File: src/rtl/mem_arbiter.sv
// Two-port arbiter and access sequencer for the shared program/data memory.
// Serialises CPU and loader requests into fixed-length memory cycles with one-cycle acks.
module mem_arbiter #(
    parameter int unsigned AW           = 5,
    parameter int unsigned DW           = 8,
    parameter int unsigned ACC_CYCLES   = 1,
    parameter int unsigned CPU_PRIORITY = 0
) (
    input  logic          clk,
    input  logic          rst,
    input  logic          cpu_req,
    input  logic          cpu_wr,
    input  logic [AW-1:0] cpu_addr,
    input  logic [DW-1:0] cpu_wdata,
    output logic          cpu_ack,
    output logic [DW-1:0] cpu_rdata,
    input  logic          ld_req,
    input  logic          ld_wr,
    input  logic [AW-1:0] ld_addr,
    input  logic [DW-1:0] ld_wdata,
    output logic          ld_ack,
    output logic [DW-1:0] ld_rdata,
    output logic [AW-1:0] mem_addr,
    output logic          mem_rd,
    output logic          mem_wr,
    output logic [DW-1:0] mem_wdata,
    output logic          mem_oe,
    input  logic [DW-1:0] mem_rdata,
    output logic          busy,
    output logic          owner
);

    typedef enum logic [1:0] {StIdle, StAccess, StDone} state_e;

    localparam logic [3:0] CntInit = 4'(ACC_CYCLES - 1);

    state_e        state_q, state_d;
    logic [3:0]    cnt_q, cnt_d;
    logic          owner_q, owner_d;
    logic          wr_q, wr_d;
    logic [AW-1:0] addr_q, addr_d;
    logic [DW-1:0] wdata_q, wdata_d;
    logic          last_owner_q, last_owner_d;
    logic          grant_ld;
    logic          capture;

    // On a tie the loader wins only in round-robin mode when the CPU was served last.
    assign grant_ld = ld_req && (!cpu_req || (CPU_PRIORITY == 0 && !last_owner_q));
    assign capture  = (state_q == StAccess) && (cnt_q == '0) && !wr_q;

    assign mem_addr  = addr_q;
    assign mem_wdata = wdata_q;
    assign owner     = owner_q;

    always_comb begin
        state_d      = state_q;
        cnt_d        = cnt_q;
        owner_d      = owner_q;
        wr_d         = wr_q;
        addr_d       = addr_q;
        wdata_d      = wdata_q;
        last_owner_d = last_owner_q;
        case (state_q)
            StIdle: begin
                if (cpu_req || ld_req) begin
                    state_d      = StAccess;
                    cnt_d        = CntInit;
                    owner_d      = grant_ld;
                    last_owner_d = grant_ld;
                    wr_d         = grant_ld ? ld_wr : cpu_wr;
                    addr_d       = grant_ld ? ld_addr : cpu_addr;
                    wdata_d      = grant_ld ? ld_wdata : cpu_wdata;
                end
            end
            StAccess: begin
                if (cnt_q == '0) begin
                    state_d = StDone;
                end else begin
                    cnt_d = cnt_q - 4'd1;
                end
            end
            StDone:  state_d = StIdle;
            default: state_d = StIdle;
        endcase
    end

    // Strobes and acks are registered from the next-state values so every output is a flop.
    always_ff @(posedge clk or negedge rst) begin
        if (!rst) begin
            state_q      <= StIdle;
            cnt_q        <= '0;
            owner_q      <= 1'b0;
            wr_q         <= 1'b0;
            addr_q       <= '0;
            wdata_q      <= '0;
            last_owner_q <= 1'b1;
            busy         <= 1'b0;
            mem_rd       <= 1'b0;
            mem_wr       <= 1'b0;
            mem_oe       <= 1'b0;
            cpu_ack      <= 1'b0;
            ld_ack       <= 1'b0;
            cpu_rdata    <= '0;
            ld_rdata     <= '0;
        end else begin
            state_q      <= state_d;
            cnt_q        <= cnt_d;
            owner_q      <= owner_d;
            wr_q         <= wr_d;
            addr_q       <= addr_d;
            wdata_q      <= wdata_d;
            last_owner_q <= last_owner_d;
            busy         <= (state_d != StIdle);
            mem_rd       <= (state_d == StAccess) && !wr_d;
            mem_oe       <= (state_d == StAccess) && wr_d;
            mem_wr       <= (state_d == StAccess) && wr_d && (cnt_d == '0);
            cpu_ack      <= (state_d == StDone) && !owner_d;
            ld_ack       <= (state_d == StDone) && owner_d;
            if (capture && !owner_q) begin
                cpu_rdata <= mem_rdata;
            end
            if (capture && owner_q) begin
                ld_rdata <= mem_rdata;
            end
        end
    end

endmodule

File: config.mk
export PLATFORM = sky130hd
export DESIGN_NAME = mem_arbiter
export DESIGN_NICKNAME = d
export VERILOG_FILES = /design/src/rtl/mem_arbiter.sv
export SDC_FILE = /design/constraint.sdc
export NUM_CORES = 1
export LEC_CHECK = 0
export ABC_AREA = 1
export CAP_MARGIN = 25
export CORE_MARGIN = 8
export CORE_UTILIZATION = 45
export CTS_BUF_LIST = sky130_fd_sc_hd__clkbuf_8 sky130_fd_sc_hd__clkbuf_16
export CTS_CLUSTER_SIZE = 30
export DETAILED_ROUTE_END_ITERATION = 16
export PLACE_DENSITY = 0.82
export SLEW_MARGIN = 40
export SYNTH_ARGS = -nofsm -noshare
export SYNTH_HDL_FRONTEND = slang
export SYNTH_SLANG_ARGS = --single-unit
File: constraint.sdc
create_clock -name clk -period 3.1 [get_ports clk]
set_clock_uncertainty 0.15 [all_clocks]
set_input_delay 0.62 -clock clk [delete_from_list [all_inputs] [get_ports clk]]
set_output_delay 0.62 -clock clk [all_outputs]
set_load 0.02 [all_outputs]
# Yosys cells after proc, flatten, opt, wreduce, memory -nomap -nowiden
# Cells that the tools add are included.
[op_classes] reduce_logical=23 n_eq_ne=3 addsub=1 mux=13
[op_table] operator="$logic_and A1 B1 Y1" count=10
[op_table] operator="$logic_not A4 Y1" count=2
[op_table] operator="$mux W4" count=2
[op_table] operator="$mux W8" count=1
[op_table] operator="$pmux W4 S2" count=1
[op_table] operator="$logic_not A1 Y1" count=6
[op_table] operator="$mux W1" count=5
[op_table] operator="$mux W5" count=1
[op_table] operator="$eq A2 B1 Y1 const B" count=2
[op_table] operator="$mux W2" count=2
[op_table] operator="$pmux W2 S2" count=1
[op_table] operator="$sub A4 B1 Y4 const B" count=1
[op_table] operator="$eq A2 B2 Y1 const B" count=1
[op_table] operator="$logic_not A2 Y1" count=1
[op_table] operator="$logic_or A1 B1 Y1" count=2
[op_table] operator="$reduce_and A2 Y1" count=1
[op_table] operator="$reduce_bool A2 Y1" count=1
[totals] word_cells=55 in_bits=40 output_inout_bits=36 register_bits=44

# Longest topological paths before layout
# Gate-level depths: netlist of run 1.
[logic_depth] depth_word=8 mapped_depth=9 mapped_depth_nobuf=9

# Least setup slack after synthesis of run 1
# Ideal clock, no wire load.
[synth_timing] kind="reg2reg" start="reg cnt_q[0]" end="reg ld_rdata[0]" setup_ns=0.118 period_less_slack_ns=1.505 required_time_ns=2.832 n_path_buf=1 path_slack_ns=1.595 path_stages_with_launch=9 arrival_ns=1.237 cell_sequence="dfrtp_1 -> inv_1 -> ha_1 -> nand3_4 -> inv_4 -> nand3_4 -> buf_6 -> nand2_1 -> o21ai_2"
[synth_between] elab_chain_cells=4
[synth_rtl] element="start: declaration" line_no="38" rtl="logic [3:0] cnt_q, cnt_d;"
[synth_rtl] element="start signal: assignment" line_no="107" rtl="cnt_q <= cnt_d;"
[synth_rtl] element="$logic_not A4 Y1" line_no="49" rtl="assign capture = (state_q == StAccess) && (cnt_q == '0) && !wr_q;"
[synth_rtl] element="$logic_and A1 B1 Y1 (2 in a row)" line_no="49"
[synth_rtl] element="$logic_and A1 B1 Y1" line_no="122" rtl="if (capture && owner_q) begin"
[synth_rtl] element="end signal: assignment" line_no="123" rtl="ld_rdata <= mem_rdata;"
[synth_rtl] element="end: declaration" line_no="22" rtl="output logic [DW-1:0] ld_rdata,"
# No other way between the ends.
# A chain may end at the register's enable or synchronous reset.

# Worst setup path after layout of run 1
[layout_timing] start="in cpu_req" end="reg cpu_ack"
[layout_between] elab_chain_cells=7 elab_cells_between_ends=11 cone_classes="eq/ne: 1; mux: 4; reduce/logical: 6"
[layout_rtl] element="start: declaration" line_no="11" rtl="input logic cpu_req,"
[layout_rtl] element="$logic_not A1 Y1" line_no="48" rtl="assign grant_ld = ld_req && (!cpu_req || (CPU_PRIORITY == 0 && !last_owner_q));"
[layout_rtl] element="$logic_or A1 B1 Y1" line_no="48"
[layout_rtl] element="$logic_and A1 B1 Y1" line_no="48"
[layout_rtl] element="$mux W1 *" line_no="65" rtl="if (cpu_req || ld_req) begin"
[layout_rtl] element="$mux W1 *" line_no="63" rtl="case (state_q)"
[layout_rtl] element="via owner_d" line_no="39" rtl="logic owner_q, owner_d;"
[layout_rtl] element="$logic_not A1 Y1 *" line_no="117" rtl="cpu_ack <= (state_d == StDone) && !owner_d;"
[layout_rtl] element="$logic_and A1 B1 Y1 *" line_no="117"
[layout_rtl] element="end signal: assignment" line_no="117"
[layout_rtl] element="end: declaration" line_no="15" rtl="output logic cpu_ack,"
# Mark *: on every way through the listed nets, which the timed path passes. The rest lies on a longest branch.

==> results of run 1 <==
[worst max-delay path, stage by stage]
cell	delay (ps)
clkdlybuf4s50_1	520
nand2_1	100
nand2_2	240
inv_1	260
nand2_1	140
o21ai_1	100
or2_1	220
inv_1	50
[area by class of cell]
| cell class | instances | area, sq um |
|---|---|---|
| Fill cell | 352 | 1440 |
| Clock buffer | 5 | 68.8 |
| Clock inverter | 3 | 42.5 |
| Inverter | 27 | 104 |
| Tap cell | 52 | 65.1 |
| Timing Repair Buffer | 76 | 756 |
| Sequential cell | 44 | 1100 |
| Multi-Input combinational cell | 133 | 716 |
[worst min-delay path by stage]
| stage | to | cells past startpoint | slack [ps] | start |
|---|---|---|---|---|
| 6_report | mem_wdata[0]$_DFFE_PN0P_ | 1 | 150 | rst |
| 5_1_grt | ld_ack$_DFF_PN0_ | 1 | 190 | rst |
| 4_1_cts | wr_q$_DFF_PN0_ | 1 | 170 | rst |
| 3_5_place_dp | cpu_rdata[3]$_DFFE_PN0P_ | 2 | 320 | cpu_rdata[3]$_DFFE_PN0P_ |
| 3_3_place_gp | last_owner_q$_DFFE_PN1P_ | 2 | 310 | last_owner_q$_DFFE_PN1P_ |
| 2_1_floorplan | busy$_DFF_PN0_ | 0 | 170 | rst |
[cells in the final DEF (no fill, tap or decap)]
cell type and count:
a21oi_1 1, buf_4 2, bufinv_16 1, clkbuf_8 5, clkdlybuf4s50_1 74, clkinv_2 1
clkinvlp_4 1, dfrtp_1 43, dfstp_2 1, ha_1 1, inv_1 25, inv_2 1
inv_4 1, nand2_1 44, nand2_2 5, nand3_1 8, nand3_4 3, nor2_1 20
nor2_2 3, nor2_4 1, o21ai_0 21, o21ai_1 7, o21ai_2 17, or2_1 1
xor2_1 1
[power by group through the flow]
stage	clock network [mW]	logic (mW)	registers, mW
after floorplan	0	0.681	1.28
after global placement	0	1.58	1.02
after detailed placement	0	1.63	1.02
after CTS	0.447	1.63	1.01
after global routing	0.467	1.76	1.05
final	0.434	1.61	1.01
[layer usage]
layer  track usage (%)  share of wire [%]
met2              26.5                 49
met1              16.9                 41
met5                 0                  0
met4              5.79                1.4
met3              5.19                8.5
[flip-flops by register name (all words and copies together) (netlist names)]
signal	cells
busy	1
ld_rdata	8
mem_wr	1
cpu_rdata	8
cpu_ack	1
owner	1
wr_q	1
mem_rd	1
cnt_q	4
ld_ack	1
mem_addr	5
last_owner_q	1
mem_wdata	8
mem_oe	1
state_q	2
[stage by stage]
stage                     cells  instance area [sq um]  utilization (%)
after floorplan             210                   1970                -
after global placement      332                   2740             63.8
after detailed placement    332                   2740             63.9
after CTS                   340                   2850             66.5
after global routing        340                   2850             66.5
final                       340                   2850             66.5
[kinds of logic (layout without fill, tap and decap cells)]
logic type	count (synthesis)	in the layout	share of synthesized area (%)
AND/OR/NAND/NOR	85	85	20.4
AO/OA/AOI/OAI	46	46	14.9
flip-flops	44	44	56.0
buffers and inverters	33	111	7.57
adder cells (fa/ha/maj)	1	1	0.636
XOR/XNOR	1	1	0.445
==> flow_summary.yaml, run 1 <==
setup_path:
  r2r_end: "cpu_ack$_DFF_PN0_"
  reg2reg_slack_ps: 1260
  path_max_fanout: 15
  startpoint: "cpu_req"
  start_kind: "input pin"
  cp-endpoint: "cpu_ack$_DFF_PN0_"
  arrival_ps: 2260
  end_kind: "flop"
  timing.rr.start: "last_owner_q$_DFFE_PN1P_"
  required_ps: 3200
  critPathKind: "input pin to flop"
  r2r.worst_path.cells: 7
placed_design:
  dpl_worst_slack_ps: 636
  hpwl_mm: 3.66
  gp_congestion: 0.832
  port-buffer-count: 75
clocking:
  h-tree-depth: 2
  cts_buffers: 5
  clk_pin_slew_ps: 80
  clk_latency_ps: 300
  cts_setup_buffers: 0
  cts_hold_buffers: 0
  cts_resized: 0
  cts_num_sinks: 44
  clock_path_buffers: 2
  clock-root-buffer: "clkbuf_8"
  cts_tree: "done"
logic_synthesis:
  yosys-top-cells-area: "dfrtp_1, nand2_1, o21ai_2, o21ai_0, inv_1"
  ys_async_sr_fraction_pct: 100
  synthFlopType: "dfrtp_1"
  synth_most_common_cell: "nand2_1"
  synth_cell_types: 23
  ys_seq_area_share_pct: 56.0
  syn_area_per_cell_sq_um: 9.37
  netlist_top_cells_count: "nand2_1, dfrtp_1, inv_1"
  synthCells: 210
  synth_area_sq_um: 1970
  synth_edf_count: 0
  synth_top_cell_by_area: "dfrtp_1"
  synth_top_area_share_pct: 54.7
  synth-seq-cells: 44
  syn_nets: 251
  yosys_warnings: 0
pwr:
  power_density_nw_per_um2: 1070
  ir_worst_vdd_mv: 0.604
  pwr-share-seq_pct: 33.2
  totalPowerFinal_mw: 3.06
  clkPwrFrac_pct: 14.2
  combPwrFrac_pct: 52.6
  power_leakage_nw: 1.33
  switching_share_pct: 41.4
  p_int_mw: 1.79
  p_switching_mw: 1.27
detailed_routing:
  routed-via-count: 1629
  drt-total-wl_mm: 4.86
  first_iter_violations: 193
  routedWlPerCell_microns: 14.3
  ant_nets: 0
  dr.pass1.iters: 4
  via_per_inst: 4.79
  drc: 0
timing:
  holdWs_ps: 151
  slew_headroom_pct: 63.7
  grt_setup_unrepaired: "no"
  finalWorstSetupSlack_ps: 938
  fmax_mhz: 463
  period_minus_slack_ps: 2160
  tightest_slew_ps: 545
  hold_viol: 0
  period_share_pct: 69.7
  finalSetupTns_ps: 0
  slew_violations: 0
  setup_viol: 0
die:
  start_util_pct: 45.8
  pin_count: 76
  die-area_sq_um: 6740
  core_sq_um: 4290
  die_w_microns: 82.1
  die_h_microns: 82.1
  fp-row-count: 24
run:
  cap_violations: 0
global_route:
  grt_max_degree: 45
  gr-usage-all-layers_pct: 15.3
  grt_pass1_wl_mm: 7.96
  antenna_found_initial: 0
  grt_overflow: 0
  grt_pass1_vias: 1772
status:
  outcome: "complete, no violations"
hold_path:
  hold_class: "input pin to asynchronous set/reset pin"
final_layout:
  nNetsFinal: 328
  layout-drive-gt1-share_pct: 14.6
  syn_to_final_growth_pct: 45.1
  diodes: 0
Note: power is estimated with default switching activity, not from simulation.
==> inputs of run 2 (changes only) <==
--- a/config.mk
+++ b/config.mk
@@ -8,11 +8,11 @@
 export ABC_AREA = 1
 export CAP_MARGIN = 25
 export CORE_MARGIN = 8
-export CORE_UTILIZATION = 45
+export CORE_UTILIZATION = 43
 export CTS_BUF_LIST = sky130_fd_sc_hd__clkbuf_8 sky130_fd_sc_hd__clkbuf_16
 export CTS_CLUSTER_SIZE = 30
 export DETAILED_ROUTE_END_ITERATION = 16
-export PLACE_DENSITY = 0.82
+export PLACE_DENSITY = 0.79
 export SLEW_MARGIN = 40
 export SYNTH_ARGS = -nofsm -noshare
 export SYNTH_HDL_FRONTEND = slang
==> constraint.sdc (replaced) <==
create_clock -name clk -period 2 [get_ports clk]
set_clock_uncertainty 0.15 [all_clocks]
set_input_delay 0.4 -clock clk [delete_from_list [all_inputs] [get_ports clk]]
set_output_delay 0.4 -clock clk [all_outputs]
set_load 0.02 [all_outputs]
==> run 2 against run 1 <==
Effect of this change: utilization decreased by 1.4 points; sequential power increased by 54%; final cell count increased by 0.88%; routed wire length decreased by 0.86%; final area about the same; via count decreased by 1.2%; critical path depth decreased by 7; power increased by 51%; sequential cell count unchanged; global-route usage decreased by 1.4 points; critical path type is now flop to output port; critical endpoint is now owner; largest cell class unchanged; largest power group unchanged.
==> flow_summary.yaml, run 2 (same netlist as run 1, synthesis figures left out) <==
setup_path:
  slowest_delay_ps: 650
  timing.rr.start: "cnt_q[0]$_DFF_PN0_"
  path_max_fanout: 3
  critPathBufInv: 1
  required_ps: 1450
  crit_chain: "clkdlybuf4s50_1"
  reg2reg_slack_ps: 310
  start_kind: "flop"
  arrival_ps: 1350
  r2r.worst_path.cells: 7
  cp_top_family: "buffers and inverters"
  r2r_end: "cpu_rdata[7]$_DFFE_PN0P_"
  cp_slowest_cell: "clkdlybuf4s50_1"
  end_kind: "output port"
  critPathKind: "flop to output port"
final_layout:
  nFillCells: 377
  final_common_cell: "clkdlybuf4s50_1"
  diodes: 0
  multi_input_area_sq_um: 716
  layout-drive-gt1-share_pct: 15.5
  layout_common_cells: "clkdlybuf4s50_1, nand2_1, dfrtp_1"
  seq_area_sq_um: 1100
  utilization_pct: 65.0
  nNetsFinal: 332
  syn_to_final_growth_pct: 45.0
die:
  pin_count: 76
  die_w_microns: 83.6
  fp-row-count: 24
  start_util_pct: 44.9
  die_h_microns: 83.6
  core_sq_um: 4380
  die-area_sq_um: 6990
timing:
  period_minus_slack_ps: 1900
  fmax_mhz: 526
  tightest_slew_ps: 554
  period_share_pct: 95.1
  grt_setup_unrepaired: "no"
  slew_violations: 0
  slew_headroom_pct: 63.1
  hold_viol: 0
  setup_viol: 0
  finalSetupTns_ps: 0
pwr:
  power_density_nw_per_um2: 1620
  ir_worst_vdd_mv: 0.886
  power_leakage_nw: 1.34
clocking:
  clock_path_buffers: 2
  clk_latency_ps: 290
  cts_num_sinks: 44
  cts_hold_buffers: 0
  cts_resized: 0
  h-tree-depth: 2
  clk_pin_slew_ps: 80
  clock-root-buffer: "clkbuf_8"
  cts_setup_buffers: 0
  cts_buffers: 5
  cts_tree: "done"
detailed_routing:
  first_iter_violations: 69
  via_per_inst: 4.69
  ant_nets: 0
  drc: 0
  routedWlPerCell_microns: 14.0
  drt-total-wl_mm: 4.81
  dr.pass1.iters: 4
  routed-via-count: 1610
global_route:
  grt_overflow: 0
  grt_pass1_wl_mm: 8.07
  grt_max_degree: 45
  grt_pass1_vias: 1681
  antenna_found_initial: 0
  gr-usage-all-layers_pct: 13.9
placed_design:
  port-buffer-count: 75
  gp_congestion: 0.787
  hpwl_mm: 3.68
status:
  outcome: "complete, no violations"
hold_path:
  hold_class: "input pin to asynchronous set/reset pin"
run:
  cap_violations: 0
run 2: cell count changes in the layout (fill, tap and decap cells not counted), sizes merged:
| cell | before | now |
|---|---|---|
| bufinv | 1 | 0 |
| buf | 2 | 6 |
run 2: area by class of cell:
| class | count | share of cell area [%] |
|---|---|---|
| Sequential cell | 44 | 38.7 |
| Tap cell | 52 | 2.28 |
| Timing Repair Buffer | 80 | 27.5 |
| Multi-Input combinational cell | 133 | 25.1 |
| Clock inverter | 2 | 0.439 |
| Clock buffer | 5 | 2.41 |
| Inverter | 27 | 3.64 |
run 2: routing by layer:
metal / GRT usage (%) / wire (microns) / vias up
met2: 23.4 / 2390 / 42
met1: 16.0 / 2080 / 734
li1: - / - / 827
met4: 3.45 / 56 / 0
met5: 0 / 0 / -
met3: 5.37 / 287 / 7
run 2: through the flow:
step / instance area [sq um] / power (mW) / hold WS (ps) / worst slack [ps] / instances
after floorplan: 1970 / 3.05 / -45.6 / 495 / 210
after global placement: 2770 / 4.06 / 305 / 100 / 336
after detailed placement: 2770 / 4.12 / 318 / 41.8 / 336
after CTS: 2850 / 4.67 / 46.4 / 80.3 / 343
after global routing: 2850 / 4.95 / 73.7 / 52.1 / 343
final: 2850 / 4.61 / 30.3 / 98.3 / 343
run 2: worst max path at each step:
stage                            start                  endpoint  slack (ps)  cells past startpoint
global placement                ld_req  mem_wdata[3]$_DFFE_PN0P_         100                      6
detailed placement              ld_req   mem_addr[0]$_DFFE_PN0P_          40                      6
CTS                    owner$_DFF_PN0_                     owner          80                      1
global route           owner$_DFF_PN0_                     owner          50                      1
floorplan           cnt_q[0]$_DFF_PN0_   ld_rdata[0]$_DFFE_PN0P_         500                      8
finish                 owner$_DFF_PN0_                     owner         100                      1
run 2: power by group:
part	internal [mW]	total, mW	switching (mW)
sequential	1.33	1.56	0.232
combinational	1.10	2.52	1.42
clock	0.237	0.526	0.290
total	2.66	4.61	1.95
